===== config.mk =====
export PLATFORM = sky130hd
export DESIGN_NAME = axi_burst_master_flat
export DESIGN_NICKNAME = d
export VERILOG_FILES = /design/src/rtl/axi_burst_master_if.sv /design/src/rtl/axi_burst_master.sv /design/src/flat_wrapper.sv
export SDC_FILE = /design/constraint.sdc
export NUM_CORES = 1
export LEC_CHECK = 0
export ABC_AREA = 1
export ABC_CLOCK_PERIOD_IN_PS = 1210
export BUFFER_PORTS_ARGS = -buffer_cell sky130_fd_sc_hd__buf_4
export CAP_MARGIN = 20
export CORE_ASPECT_RATIO = 0.7
export CORE_MARGIN = 1
export CORE_UTILIZATION = 42
export CTS_BUF_LIST = sky130_fd_sc_hd__clkbuf_4
export DETAILED_ROUTE_END_ITERATION = 6
export GPL_ROUTABILITY_DRIVEN = 0
export GPL_TIMING_DRIVEN = 0
export HOLD_SLACK_MARGIN = 0.02
export MAX_ROUTING_LAYER = met4
export PLACE_DENSITY = 0.78
export REMOVE_ABC_BUFFERS = 1
export SLEW_MARGIN = 20
export SYNTH_ARGS = -nofsm -noshare
export SYNTH_HDL_FRONTEND = slang
export SYNTH_SLANG_ARGS = --single-unit

===== constraint.sdc =====
create_clock -name clk -period 1.21 [get_ports clk]
set_input_delay 0.121 -clock clk [delete_from_list [all_inputs] [get_ports clk]]
set_output_delay 0.121 -clock clk [all_outputs]
set_load 0.02 [all_outputs]

===== src/rtl/axi_burst_master_if.sv =====
// AXI4 channel bundle between axi_burst_master and an interconnect/slave.
//   AR: ARID, ARADDR, ARLEN, ARSIZE, ARBURST, ARVALID (master out), ARREADY (master in)
//   R : RID, RDATA, RRESP, RLAST, RVALID (master in), RREADY (master out)
//   AW: AWID, AWADDR, AWLEN, AWSIZE, AWBURST, AWVALID (master out), AWREADY (master in)
//   W : WDATA, WSTRB, WLAST, WVALID (master out), WREADY (master in)
//   B : BID, BRESP, BVALID (master in), BREADY (master out)
interface axi_burst_master_if #(
    parameter int unsigned ID_BITS   = 4,
    parameter int unsigned ADDR_BITS = 32,
    parameter int unsigned DATA_BITS = 32
);
    // AR channel
    logic [ID_BITS-1:0]     ARID;
    logic [ADDR_BITS-1:0]   ARADDR;
    logic [3:0]             ARLEN;
    logic [2:0]             ARSIZE;
    logic [1:0]             ARBURST;
    logic                   ARVALID;
    logic                   ARREADY;
    // R channel
    logic [ID_BITS-1:0]     RID;
    logic [DATA_BITS-1:0]   RDATA;
    logic [1:0]             RRESP;
    logic                   RLAST;
    logic                   RVALID;
    logic                   RREADY;
    // AW channel
    logic [ID_BITS-1:0]     AWID;
    logic [ADDR_BITS-1:0]   AWADDR;
    logic [3:0]             AWLEN;
    logic [2:0]             AWSIZE;
    logic [1:0]             AWBURST;
    logic                   AWVALID;
    logic                   AWREADY;
    // W channel
    logic [DATA_BITS-1:0]   WDATA;
    logic [DATA_BITS/8-1:0] WSTRB;
    logic                   WLAST;
    logic                   WVALID;
    logic                   WREADY;
    // B channel
    logic [ID_BITS-1:0]     BID;
    logic [1:0]             BRESP;
    logic                   BVALID;
    logic                   BREADY;

    modport master (
        output ARID, ARADDR, ARLEN, ARSIZE, ARBURST, ARVALID,
        input  ARREADY,
        input  RID, RDATA, RRESP, RLAST, RVALID,
        output RREADY,
        output AWID, AWADDR, AWLEN, AWSIZE, AWBURST, AWVALID,
        input  AWREADY,
        output WDATA, WSTRB, WLAST, WVALID,
        input  WREADY,
        input  BID, BRESP, BVALID,
        output BREADY
    );

    modport slave (
        input  ARID, ARADDR, ARLEN, ARSIZE, ARBURST, ARVALID,
        output ARREADY,
        output RID, RDATA, RRESP, RLAST, RVALID,
        input  RREADY,
        input  AWID, AWADDR, AWLEN, AWSIZE, AWBURST, AWVALID,
        output AWREADY,
        input  WDATA, WSTRB, WLAST, WVALID,
        output WREADY,
        output BID, BRESP, BVALID,
        input  BREADY
    );
endinterface


===== src/rtl/axi_burst_master.sv =====
// Cache-side AXI4 master: line reads as an INCR burst of BURST_LEN beats, single-beat writes.
// One transaction outstanding at a time.
//   clk, rst            : clock (rising edge), synchronous active-low reset
//   req_*               : request from the cache (valid/ready, write flag, addr, wdata, wstrb)
//   rsp_*               : response beats back to the cache (data, beat index, last, error)
//   axi (master modport): AR/R/AW/W/B channels
// All outputs are registered; the FSM and every output flop live in one always_ff.
module axi_burst_master #(
    parameter int unsigned ID_BITS   = 4,
    parameter int unsigned ADDR_BITS = 32,
    parameter int unsigned DATA_BITS = 32,
    parameter int unsigned BURST_LEN = 4,
    parameter int unsigned MASTER_ID = 0
) (
    input  logic                   clk,
    input  logic                   rst,

    input  logic                   req_valid,
    output logic                   req_ready,
    input  logic                   req_write,
    input  logic [ADDR_BITS-1:0]   req_addr,
    input  logic [DATA_BITS-1:0]   req_wdata,
    input  logic [DATA_BITS/8-1:0] req_wstrb,

    output logic                   rsp_valid,
    output logic [DATA_BITS-1:0]   rsp_data,
    output logic [3:0]             rsp_beat,
    output logic                   rsp_last,
    output logic                   rsp_err,

    axi_burst_master_if.master     axi
);

    localparam int unsigned BYTES      = DATA_BITS / 8;
    localparam int unsigned LINE_SHIFT = $clog2(BURST_LEN * BYTES);

    localparam logic [ADDR_BITS-1:0] LINE_MASK = {ADDR_BITS{1'b1}} << LINE_SHIFT;
    localparam logic [3:0]           LAST_BEAT = 4'(BURST_LEN - 1);
    localparam logic [2:0]           AXI_SIZE  = 3'($clog2(BYTES));
    localparam logic [1:0]           BURST_INC = 2'b01;
    localparam logic [ID_BITS-1:0]   OWN_ID    = ID_BITS'(MASTER_ID);

    typedef enum logic [2:0] {StIdle, StAr, StR, StW, StB} state_e;

    state_e                 state_q,     state_d;
    logic                   req_ready_q, req_ready_d;

    logic                   rsp_valid_q, rsp_valid_d;
    logic [DATA_BITS-1:0]   rsp_data_q,  rsp_data_d;
    logic [3:0]             rsp_beat_q,  rsp_beat_d;
    logic                   rsp_last_q,  rsp_last_d;
    logic                   rsp_err_q,   rsp_err_d;

    logic [3:0]             beat_q,      beat_d;
    logic                   err_acc_q,   err_acc_d;

    logic [ID_BITS-1:0]     arid_q,      arid_d;
    logic [ADDR_BITS-1:0]   araddr_q,    araddr_d;
    logic [3:0]             arlen_q,     arlen_d;
    logic [2:0]             arsize_q,    arsize_d;
    logic [1:0]             arburst_q,   arburst_d;
    logic                   arvalid_q,   arvalid_d;
    logic                   rready_q,    rready_d;

    logic [ID_BITS-1:0]     awid_q,      awid_d;
    logic [ADDR_BITS-1:0]   awaddr_q,    awaddr_d;
    logic [3:0]             awlen_q,     awlen_d;
    logic [2:0]             awsize_q,    awsize_d;
    logic [1:0]             awburst_q,   awburst_d;
    logic                   awvalid_q,   awvalid_d;

    logic [DATA_BITS-1:0]   wdata_q,     wdata_d;
    logic [DATA_BITS/8-1:0] wstrb_q,     wstrb_d;
    logic                   wlast_q,     wlast_d;
    logic                   wvalid_q,    wvalid_d;

    logic                   bready_q,    bready_d;

    // Per-beat read error terms.
    logic                   r_hs;
    logic                   r_final;
    logic                   r_beat_err;

    assign r_hs       = axi.RVALID && rready_q;
    assign r_final    = (beat_q == LAST_BEAT);
    // RLAST must appear exactly on the final beat: early is an error, missing is an error.
    assign r_beat_err = (axi.RRESP != 2'b00) || (axi.RID != OWN_ID) ||
                        (axi.RLAST != r_final);

    always_comb begin
        state_d     = state_q;
        rsp_valid_d = 1'b0;
        rsp_data_d  = rsp_data_q;
        rsp_beat_d  = rsp_beat_q;
        rsp_last_d  = 1'b0;
        rsp_err_d   = 1'b0;
        beat_d      = beat_q;
        err_acc_d   = err_acc_q;
        arid_d      = arid_q;
        araddr_d    = araddr_q;
        arlen_d     = arlen_q;
        arsize_d    = arsize_q;
        arburst_d   = arburst_q;
        arvalid_d   = arvalid_q;
        awid_d      = awid_q;
        awaddr_d    = awaddr_q;
        awlen_d     = awlen_q;
        awsize_d    = awsize_q;
        awburst_d   = awburst_q;
        awvalid_d   = awvalid_q;
        wdata_d     = wdata_q;
        wstrb_d     = wstrb_q;
        wlast_d     = wlast_q;
        wvalid_d    = wvalid_q;

        unique case (state_q)
            StIdle: begin
                if (req_valid && req_ready_q) begin
                    if (!req_write) begin
                        arid_d    = OWN_ID;
                        araddr_d  = req_addr & LINE_MASK;
                        arlen_d   = LAST_BEAT;
                        arsize_d  = AXI_SIZE;
                        arburst_d = BURST_INC;
                        arvalid_d = 1'b1;
                        state_d   = StAr;
                    end else if (req_wstrb != '0) begin
                        awid_d    = OWN_ID;
                        awaddr_d  = req_addr;
                        awlen_d   = 4'd0;
                        awsize_d  = AXI_SIZE;
                        awburst_d = BURST_INC;
                        awvalid_d = 1'b1;
                        wdata_d   = req_wdata;
                        wstrb_d   = req_wstrb;
                        wlast_d   = 1'b1;
                        wvalid_d  = 1'b1;
                        state_d   = StW;
                    end else begin
                        // Empty write: nothing to put on the bus, complete locally.
                        rsp_valid_d = 1'b1;
                        rsp_last_d  = 1'b1;
                        rsp_beat_d  = 4'd0;
                    end
                end
            end

            StAr: begin
                if (axi.ARREADY) begin
                    arvalid_d = 1'b0;
                    beat_d    = 4'd0;
                    err_acc_d = 1'b0;
                    state_d   = StR;
                end
            end

            StR: begin
                if (r_hs) begin
                    rsp_valid_d = 1'b1;
                    rsp_data_d  = axi.RDATA;
                    rsp_beat_d  = beat_q;
                    beat_d      = beat_q + 4'd1;
                    err_acc_d   = err_acc_q | r_beat_err;
                    // The burst ends by beat count, regardless of RLAST.
                    if (r_final) begin
                        rsp_last_d = 1'b1;
                        rsp_err_d  = err_acc_q | r_beat_err;
                        state_d    = StIdle;
                    end
                end
            end

            StW: begin
                // Each valid drops on its own handshake; both may complete in one cycle.
                if (axi.AWREADY) awvalid_d = 1'b0;
                if (axi.WREADY)  wvalid_d  = 1'b0;
                if (!awvalid_d && !wvalid_d) state_d = StB;
            end

            StB: begin
                if (axi.BVALID && bready_q) begin
                    rsp_valid_d = 1'b1;
                    rsp_last_d  = 1'b1;
                    rsp_beat_d  = 4'd0;
                    rsp_err_d   = (axi.BRESP != 2'b00) || (axi.BID != OWN_ID);
                    state_d     = StIdle;
                end
            end

            default: state_d = StIdle;
        endcase
    end

    // Ready outputs are registered copies of the next state decode, so they are 0 in reset.
    assign req_ready_d = (state_d == StIdle);
    assign rready_d    = (state_d == StR);
    assign bready_d    = (state_d == StB);

    always_ff @(posedge clk) begin
        if (!rst) begin
            state_q     <= StIdle;
            req_ready_q <= 1'b0;
            rsp_valid_q <= 1'b0;
            rsp_data_q  <= '0;
            rsp_beat_q  <= '0;
            rsp_last_q  <= 1'b0;
            rsp_err_q   <= 1'b0;
            beat_q      <= '0;
            err_acc_q   <= 1'b0;
            arid_q      <= '0;
            araddr_q    <= '0;
            arlen_q     <= '0;
            arsize_q    <= '0;
            arburst_q   <= '0;
            arvalid_q   <= 1'b0;
            rready_q    <= 1'b0;
            awid_q      <= '0;
            awaddr_q    <= '0;
            awlen_q     <= '0;
            awsize_q    <= '0;
            awburst_q   <= '0;
            awvalid_q   <= 1'b0;
            wdata_q     <= '0;
            wstrb_q     <= '0;
            wlast_q     <= 1'b0;
            wvalid_q    <= 1'b0;
            bready_q    <= 1'b0;
        end else begin
            state_q     <= state_d;
            req_ready_q <= req_ready_d;
            rsp_valid_q <= rsp_valid_d;
            rsp_data_q  <= rsp_data_d;
            rsp_beat_q  <= rsp_beat_d;
            rsp_last_q  <= rsp_last_d;
            rsp_err_q   <= rsp_err_d;
            beat_q      <= beat_d;
            err_acc_q   <= err_acc_d;
            arid_q      <= arid_d;
            araddr_q    <= araddr_d;
            arlen_q     <= arlen_d;
            arsize_q    <= arsize_d;
            arburst_q   <= arburst_d;
            arvalid_q   <= arvalid_d;
            rready_q    <= rready_d;
            awid_q      <= awid_d;
            awaddr_q    <= awaddr_d;
            awlen_q     <= awlen_d;
            awsize_q    <= awsize_d;
            awburst_q   <= awburst_d;
            awvalid_q   <= awvalid_d;
            wdata_q     <= wdata_d;
            wstrb_q     <= wstrb_d;
            wlast_q     <= wlast_d;
            wvalid_q    <= wvalid_d;
            bready_q    <= bready_d;
        end
    end

    assign req_ready   = req_ready_q;
    assign rsp_valid   = rsp_valid_q;
    assign rsp_data    = rsp_data_q;
    assign rsp_beat    = rsp_beat_q;
    assign rsp_last    = rsp_last_q;
    assign rsp_err     = rsp_err_q;

    assign axi.ARID    = arid_q;
    assign axi.ARADDR  = araddr_q;
    assign axi.ARLEN   = arlen_q;
    assign axi.ARSIZE  = arsize_q;
    assign axi.ARBURST = arburst_q;
    assign axi.ARVALID = arvalid_q;
    assign axi.RREADY  = rready_q;
    assign axi.AWID    = awid_q;
    assign axi.AWADDR  = awaddr_q;
    assign axi.AWLEN   = awlen_q;
    assign axi.AWSIZE  = awsize_q;
    assign axi.AWBURST = awburst_q;
    assign axi.AWVALID = awvalid_q;
    assign axi.WDATA   = wdata_q;
    assign axi.WSTRB   = wstrb_q;
    assign axi.WLAST   = wlast_q;
    assign axi.WVALID  = wvalid_q;
    assign axi.BREADY  = bready_q;

endmodule


===== src/flat_wrapper.sv =====
// flat-port wrapper written by rule: the top's interface ports become plain ports
module axi_burst_master_flat 
#(
    parameter int unsigned ID_BITS   = 4,
    parameter int unsigned ADDR_BITS = 32,
    parameter int unsigned DATA_BITS = 32,
    parameter int unsigned BURST_LEN = 4,
    parameter int unsigned MASTER_ID = 0
)
  (clk, rst, req_valid, req_ready, req_write, req_addr, req_wdata, req_wstrb, rsp_valid, rsp_data, rsp_beat, rsp_last, rsp_err, axi_ARID, axi_ARADDR, axi_ARLEN, axi_ARSIZE, axi_ARBURST, axi_ARVALID, axi_ARREADY, axi_RID, axi_RDATA, axi_RRESP, axi_RLAST, axi_RVALID, axi_RREADY, axi_AWID, axi_AWADDR, axi_AWLEN, axi_AWSIZE, axi_AWBURST, axi_AWVALID, axi_AWREADY, axi_WDATA, axi_WSTRB, axi_WLAST, axi_WVALID, axi_WREADY, axi_BID, axi_BRESP, axi_BVALID, axi_BREADY);
  axi_burst_master_if #(.ID_BITS(ID_BITS), .ADDR_BITS(ADDR_BITS), .DATA_BITS(DATA_BITS)) axi_i ();
  input  logic clk;
  input  logic rst;
  input  logic req_valid;
  output logic req_ready;
  input  logic req_write;
  input  logic [ADDR_BITS-1:0] req_addr;
  input  logic [DATA_BITS-1:0] req_wdata;
  input  logic [DATA_BITS/8-1:0] req_wstrb;
  output logic rsp_valid;
  output logic [DATA_BITS-1:0] rsp_data;
  output logic [3:0] rsp_beat;
  output logic rsp_last;
  output logic rsp_err;
  output wire logic [$bits(axi_i.ARID)-1:0] axi_ARID;
  output wire logic [$bits(axi_i.ARADDR)-1:0] axi_ARADDR;
  output wire logic [$bits(axi_i.ARLEN)-1:0] axi_ARLEN;
  output wire logic [$bits(axi_i.ARSIZE)-1:0] axi_ARSIZE;
  output wire logic [$bits(axi_i.ARBURST)-1:0] axi_ARBURST;
  output wire logic [$bits(axi_i.ARVALID)-1:0] axi_ARVALID;
  input wire logic [$bits(axi_i.ARREADY)-1:0] axi_ARREADY;
  input wire logic [$bits(axi_i.RID)-1:0] axi_RID;
  input wire logic [$bits(axi_i.RDATA)-1:0] axi_RDATA;
  input wire logic [$bits(axi_i.RRESP)-1:0] axi_RRESP;
  input wire logic [$bits(axi_i.RLAST)-1:0] axi_RLAST;
  input wire logic [$bits(axi_i.RVALID)-1:0] axi_RVALID;
  output wire logic [$bits(axi_i.RREADY)-1:0] axi_RREADY;
  output wire logic [$bits(axi_i.AWID)-1:0] axi_AWID;
  output wire logic [$bits(axi_i.AWADDR)-1:0] axi_AWADDR;
  output wire logic [$bits(axi_i.AWLEN)-1:0] axi_AWLEN;
  output wire logic [$bits(axi_i.AWSIZE)-1:0] axi_AWSIZE;
  output wire logic [$bits(axi_i.AWBURST)-1:0] axi_AWBURST;
  output wire logic [$bits(axi_i.AWVALID)-1:0] axi_AWVALID;
  input wire logic [$bits(axi_i.AWREADY)-1:0] axi_AWREADY;
  output wire logic [$bits(axi_i.WDATA)-1:0] axi_WDATA;
  output wire logic [$bits(axi_i.WSTRB)-1:0] axi_WSTRB;
  output wire logic [$bits(axi_i.WLAST)-1:0] axi_WLAST;
  output wire logic [$bits(axi_i.WVALID)-1:0] axi_WVALID;
  input wire logic [$bits(axi_i.WREADY)-1:0] axi_WREADY;
  input wire logic [$bits(axi_i.BID)-1:0] axi_BID;
  input wire logic [$bits(axi_i.BRESP)-1:0] axi_BRESP;
  input wire logic [$bits(axi_i.BVALID)-1:0] axi_BVALID;
  output wire logic [$bits(axi_i.BREADY)-1:0] axi_BREADY;
  assign axi_ARID = axi_i.ARID;
  assign axi_ARADDR = axi_i.ARADDR;
  assign axi_ARLEN = axi_i.ARLEN;
  assign axi_ARSIZE = axi_i.ARSIZE;
  assign axi_ARBURST = axi_i.ARBURST;
  assign axi_ARVALID = axi_i.ARVALID;
  assign axi_i.ARREADY = axi_ARREADY;
  assign axi_i.RID = axi_RID;
  assign axi_i.RDATA = axi_RDATA;
  assign axi_i.RRESP = axi_RRESP;
  assign axi_i.RLAST = axi_RLAST;
  assign axi_i.RVALID = axi_RVALID;
  assign axi_RREADY = axi_i.RREADY;
  assign axi_AWID = axi_i.AWID;
  assign axi_AWADDR = axi_i.AWADDR;
  assign axi_AWLEN = axi_i.AWLEN;
  assign axi_AWSIZE = axi_i.AWSIZE;
  assign axi_AWBURST = axi_i.AWBURST;
  assign axi_AWVALID = axi_i.AWVALID;
  assign axi_i.AWREADY = axi_AWREADY;
  assign axi_WDATA = axi_i.WDATA;
  assign axi_WSTRB = axi_i.WSTRB;
  assign axi_WLAST = axi_i.WLAST;
  assign axi_WVALID = axi_i.WVALID;
  assign axi_i.WREADY = axi_WREADY;
  assign axi_i.BID = axi_BID;
  assign axi_i.BRESP = axi_BRESP;
  assign axi_i.BVALID = axi_BVALID;
  assign axi_BREADY = axi_i.BREADY;
  axi_burst_master #(.ID_BITS(ID_BITS), .ADDR_BITS(ADDR_BITS), .DATA_BITS(DATA_BITS), .BURST_LEN(BURST_LEN), .MASTER_ID(MASTER_ID)) u_core (.clk(clk), .rst(rst), .req_valid(req_valid), .req_ready(req_ready), .req_write(req_write), .req_addr(req_addr), .req_wdata(req_wdata), .req_wstrb(req_wstrb), .rsp_valid(rsp_valid), .rsp_data(rsp_data), .rsp_beat(rsp_beat), .rsp_last(rsp_last), .rsp_err(rsp_err), .axi(axi_i));
endmodule

==> results.yml <==
route:
  final_antenna_net_count: 0
  drcViolationCount: 0
  via_count: 6847
  routed_wl_um: 23500
  routed_via_density: 5.03
  drt_first_pass_iters: 7
  drt_iter0_markers: 456
  wl_per_cell_um: 17.2
placement:
  hpwl_um: 10600
  preCtsSetupSlack_ns: -1.58
  dpl.cell_count: 1161
  place_area_um2: 7690
  portBuffers: 269
setup_path:
  crit_path_end_kind: "flip-flop"
  crit_buf_inv: 3
  critPathMaxFanout: 17
  worstSetupStartpoint: "u_core.state_q[2]$_SDFF_PN0_"
  regToRegEndpoint: "u_core.axi.AWADDR[4]$_SDFFE_PN0P_"
  cp-start-kind: "flip-flop"
  arrival_ns: 1.92
  path_delay_family: "simple AND/OR/NAND/NOR gates"
  critical_path.cell_chain: "nor2_4 > nand3_4 > nor2_4 > buf_6 > buf_12 > inv_16 > nor2_2 > nor2_1"
  worstSetupPathType: "flip-flop to flip-flop"
  ff2ff_setup_slack_ns: -0.31
  cpMostUsedCell: "nor2_4"
  r2r_start: "u_core.state_q[2]$_SDFF_PN0_"
  slowest_stage: "dfxtp_4"
  slowest_delay_ns: 0.39
  reg2reg_depth: 8
  crit_required_ns: 1.61
logic_synthesis:
  yosys_register_bits: 151
  syn_area_um2: 5710
  synth.yosys.warnings: 0
  synth.avg_cell_area_um2: 7.60
  ys_types: 25
  synth-seq-area-share_pct: 52.9
  syn_inst: 752
timing:
  skew_ns: 0.0243
  drv_slew: 0
  fin_crit_sh_pct: 125
  fmax_ghz: 0.659
  setup_ws_ns: -0.307
  finalHoldViolCount: 0
  relSlewSlack_pct: 41.8
  finalSetupViolations: 148
  worst_slew_pin_slew_ns: 0.872
  period_needed_ns: 1.52
  rsz0062_at_grt: "yes"
floorplan:
  io_pins: 294
  core_area_um2: 13200
  dieArea_um2: 14100
  initial_core_util_pct: 43.2
  fp-row-count: 35
  dieWidth_um: 141
  die_h_um: 99.6
clock_network:
  insertion_delay_ns: 0.53
  htree_levels: 4
  cts.sinks: 151
  cts_tree: "done"
  ctsLongestPathBuffers: 2
  cts_buffers: 17
  cts.clk_slew.worst_paths_ns: 0.13
  cts_root_buffer: "clkbuf_4"
hold_path:
  min_to: "u_core.axi.RREADY$_SDFF_PN0_"
  min_path_cells: 4
  worstHoldPathType: "input port to flip-flop"
  worstHoldStart: "axi_RVALID"
run:
  maxCapViolations: 0
status:
  violations: "setup timing"
  status: "complete, but fails checks"
power_and_ir_drop:
  power_density_nw_per_um2: 1170
  power.total_w: 0.0121
  ir_drop_uv: 857
  p_leak_nw: 4.75
grt:
  overflow: 0
  antenna_found_initial: 0
  grt_pass1_vias: 6714
  grt_first_pass_wirelength_um: 33800
  grt_max_degree: 106
  track_usage_pct: 32.1
finish:
  fin_area_um2: 10300
  fin_util_pct: 78.1
  final_nets: 1288
  drive_above_1_share_pct: 40.1
  fin_cells: 1361
  antenna_cells: 0
  area_delta_synth_final_pct: 80.9
  fillers: 829
## sequential cells by signal, indices dropped and copies added, names as in the netlist, 3 cells and up
| register | flops |
|---|---|
| u_core.axi.WSTRB | 4 |
| u_core.axi.ARADDR | 28 |
| u_core.beat_q | 4 |
| u_core.rsp_beat | 4 |
| u_core.axi.WDATA | 32 |
| u_core.axi.AWADDR | 32 |
| u_core.state_q | 3 |
| u_core.rsp_data | 32 |
## kinds of logic after synthesis
family,synth area share (%)
compound gates,12.7
fa+ha+maj,0.219
buf+inv,8.92
flops,52.9
other cells,0.0657
simple gates,25.2
## placed cells by master (no fill, tap or decap), types with 2 or more instances in the layout
| cell type | instances |
|---|---|
| nor2_2 | 49 |
| clkbuf_16 | 4 |
| inv_2 | 7 |
| inv_1 | 14 |
| dfxtp_2 | 14 |
| dlygate4sd3_1 | 110 |
| buf_12 | 7 |
| a21oi_1 | 37 |
| dfxtp_4 | 5 |
| dfxtp_1 | 132 |
| buf_8 | 2 |
| buf_6 | 30 |
| inv_16 | 3 |
| clkbuf_4 | 18 |
| nand4_1 | 3 |
| nand2_8 | 3 |
| buf_4 | 273 |
| nand3_4 | 3 |
| buf_16 | 3 |
| nand3_1 | 11 |
| nand2_4 | 6 |
| nor2_4 | 11 |
| clkinv_8 | 3 |
| bufinv_16 | 5 |
| nand2_1 | 93 |
| nand2_2 | 3 |
| conb_1 | 24 |
| a21oi_2 | 6 |
| o21ai_0 | 79 |
| o21ai_2 | 3 |
| clkinv_4 | 4 |
| clkinvlp_4 | 2 |
| nand3b_1 | 4 |
| nor2_1 | 177 |
| o21ai_1 | 18 |
## metrics by stage
stage          TNS [ns]  hold slack [ns]
2_1_floorplan   -116.72            0.219
3_3_place_gp    -250.88            0.342
3_5_place_dp    -157.86            0.347
4_1_cts          -17.39           0.0228
5_1_grt          -42.04           0.0314
6_report         -31.10           0.0528
## cell usage after synthesis, drive strengths merged
cell type | instances | share of area, %
a21oi | 43 | 3.8
buf | 46 | 5.7
clkbuf | 24 | 1.6
clkinv | 1 | 0.066
conb | 1 | 0.066
dfxtp | 151 | 53
ha | 1 | 0.22
inv | 24 | 1.6
nand2 | 102 | 6.7
nand3 | 14 | 1.4
nand3b | 4 | 0.53
nand4 | 3 | 0.33
nor2 | 236 | 16
nor3 | 1 | 0.088
o21a | 1 | 0.13
o21ai | 100 | 8.8
## power breakdown
part	total, W	switching (W)	leakage, nW	internal [W]
logic	0.00292	0.00153	3.34	0.00139
registers	0.00544	0.000181	1.23	0.00526
clock network	0.00375	0.00189	0.180	0.00186
total	0.0121	0.00359	4.75	0.00851
## layout make-up
cell class | count | area, µm² | share of cell area [%]
repair buffers | 429 | 3840 | 37.2
clock inverters | 12 | 203 | 1.96
flip-flops and latches | 151 | 3060 | 29.6
repair inverters | 7 | 108 | 1.04
multi-input cells | 534 | 2620 | 25.4
inverters | 25 | 129 | 1.25
clock buffers | 18 | 135 | 1.31
well taps | 185 | 231 | 2.24
## worst max-delay path by stage
stage | endpoint | slack [ns] | cells past startpoint
2_1_floorplan | u_core.axi.AWADDR[0]$_SDFFE_PN0P_ | -1.03 | 7
3_3_place_gp | u_core.axi.WDATA[25]$_SDFFE_PN0P_ | -2.18 | 6
3_5_place_dp | u_core.rsp_err$_SDFF_PN0_ | -1.58 | 5
4_1_cts | u_core.axi.AWADDR[24]$_SDFFE_PN0P_ | -0.18 | 8
5_1_grt | u_core.axi.WDATA[6]$_SDFFE_PN0P_ | -0.36 | 8
6_report | u_core.axi.AWADDR[4]$_SDFFE_PN0P_ | -0.31 | 8
## routing by layer
| layer | track usage, % | wire length, µm | vias up |
|---|---|---|---|
| li1 | - | - | 3186 |
| met2 | 54.5 | 11500 | 338 |
| met5 | - | 0 | - |
| met3 | 6.98 | 1630 | 77 |
| met1 | 36.8 | 9490 | 3246 |
| met4 | 14.1 | 792 | 0 |
## worst register-to-register path, cell delays in order, from the launching register on
cell     delay, ns
dfxtp_4       0.39
nor2_4        0.16
nand3_4       0.11
nor2_4        0.15
buf_6         0.12
buf_12        0.19
inv_16        0.10
nor2_2        0.13
nor2_1        0.07
## repair_timing
item | in CTS | in global routing
resized for setup | 94 | 95
pin swaps | 21 | 14
endpoints found under the hold margin | 134 | 0
setup buffers | 35 | 6
hold buffers | 110 | 0
setup endpoints to repair | 158 | 268
cloned | 15 | 4
(Power assumes the default switching activity.)
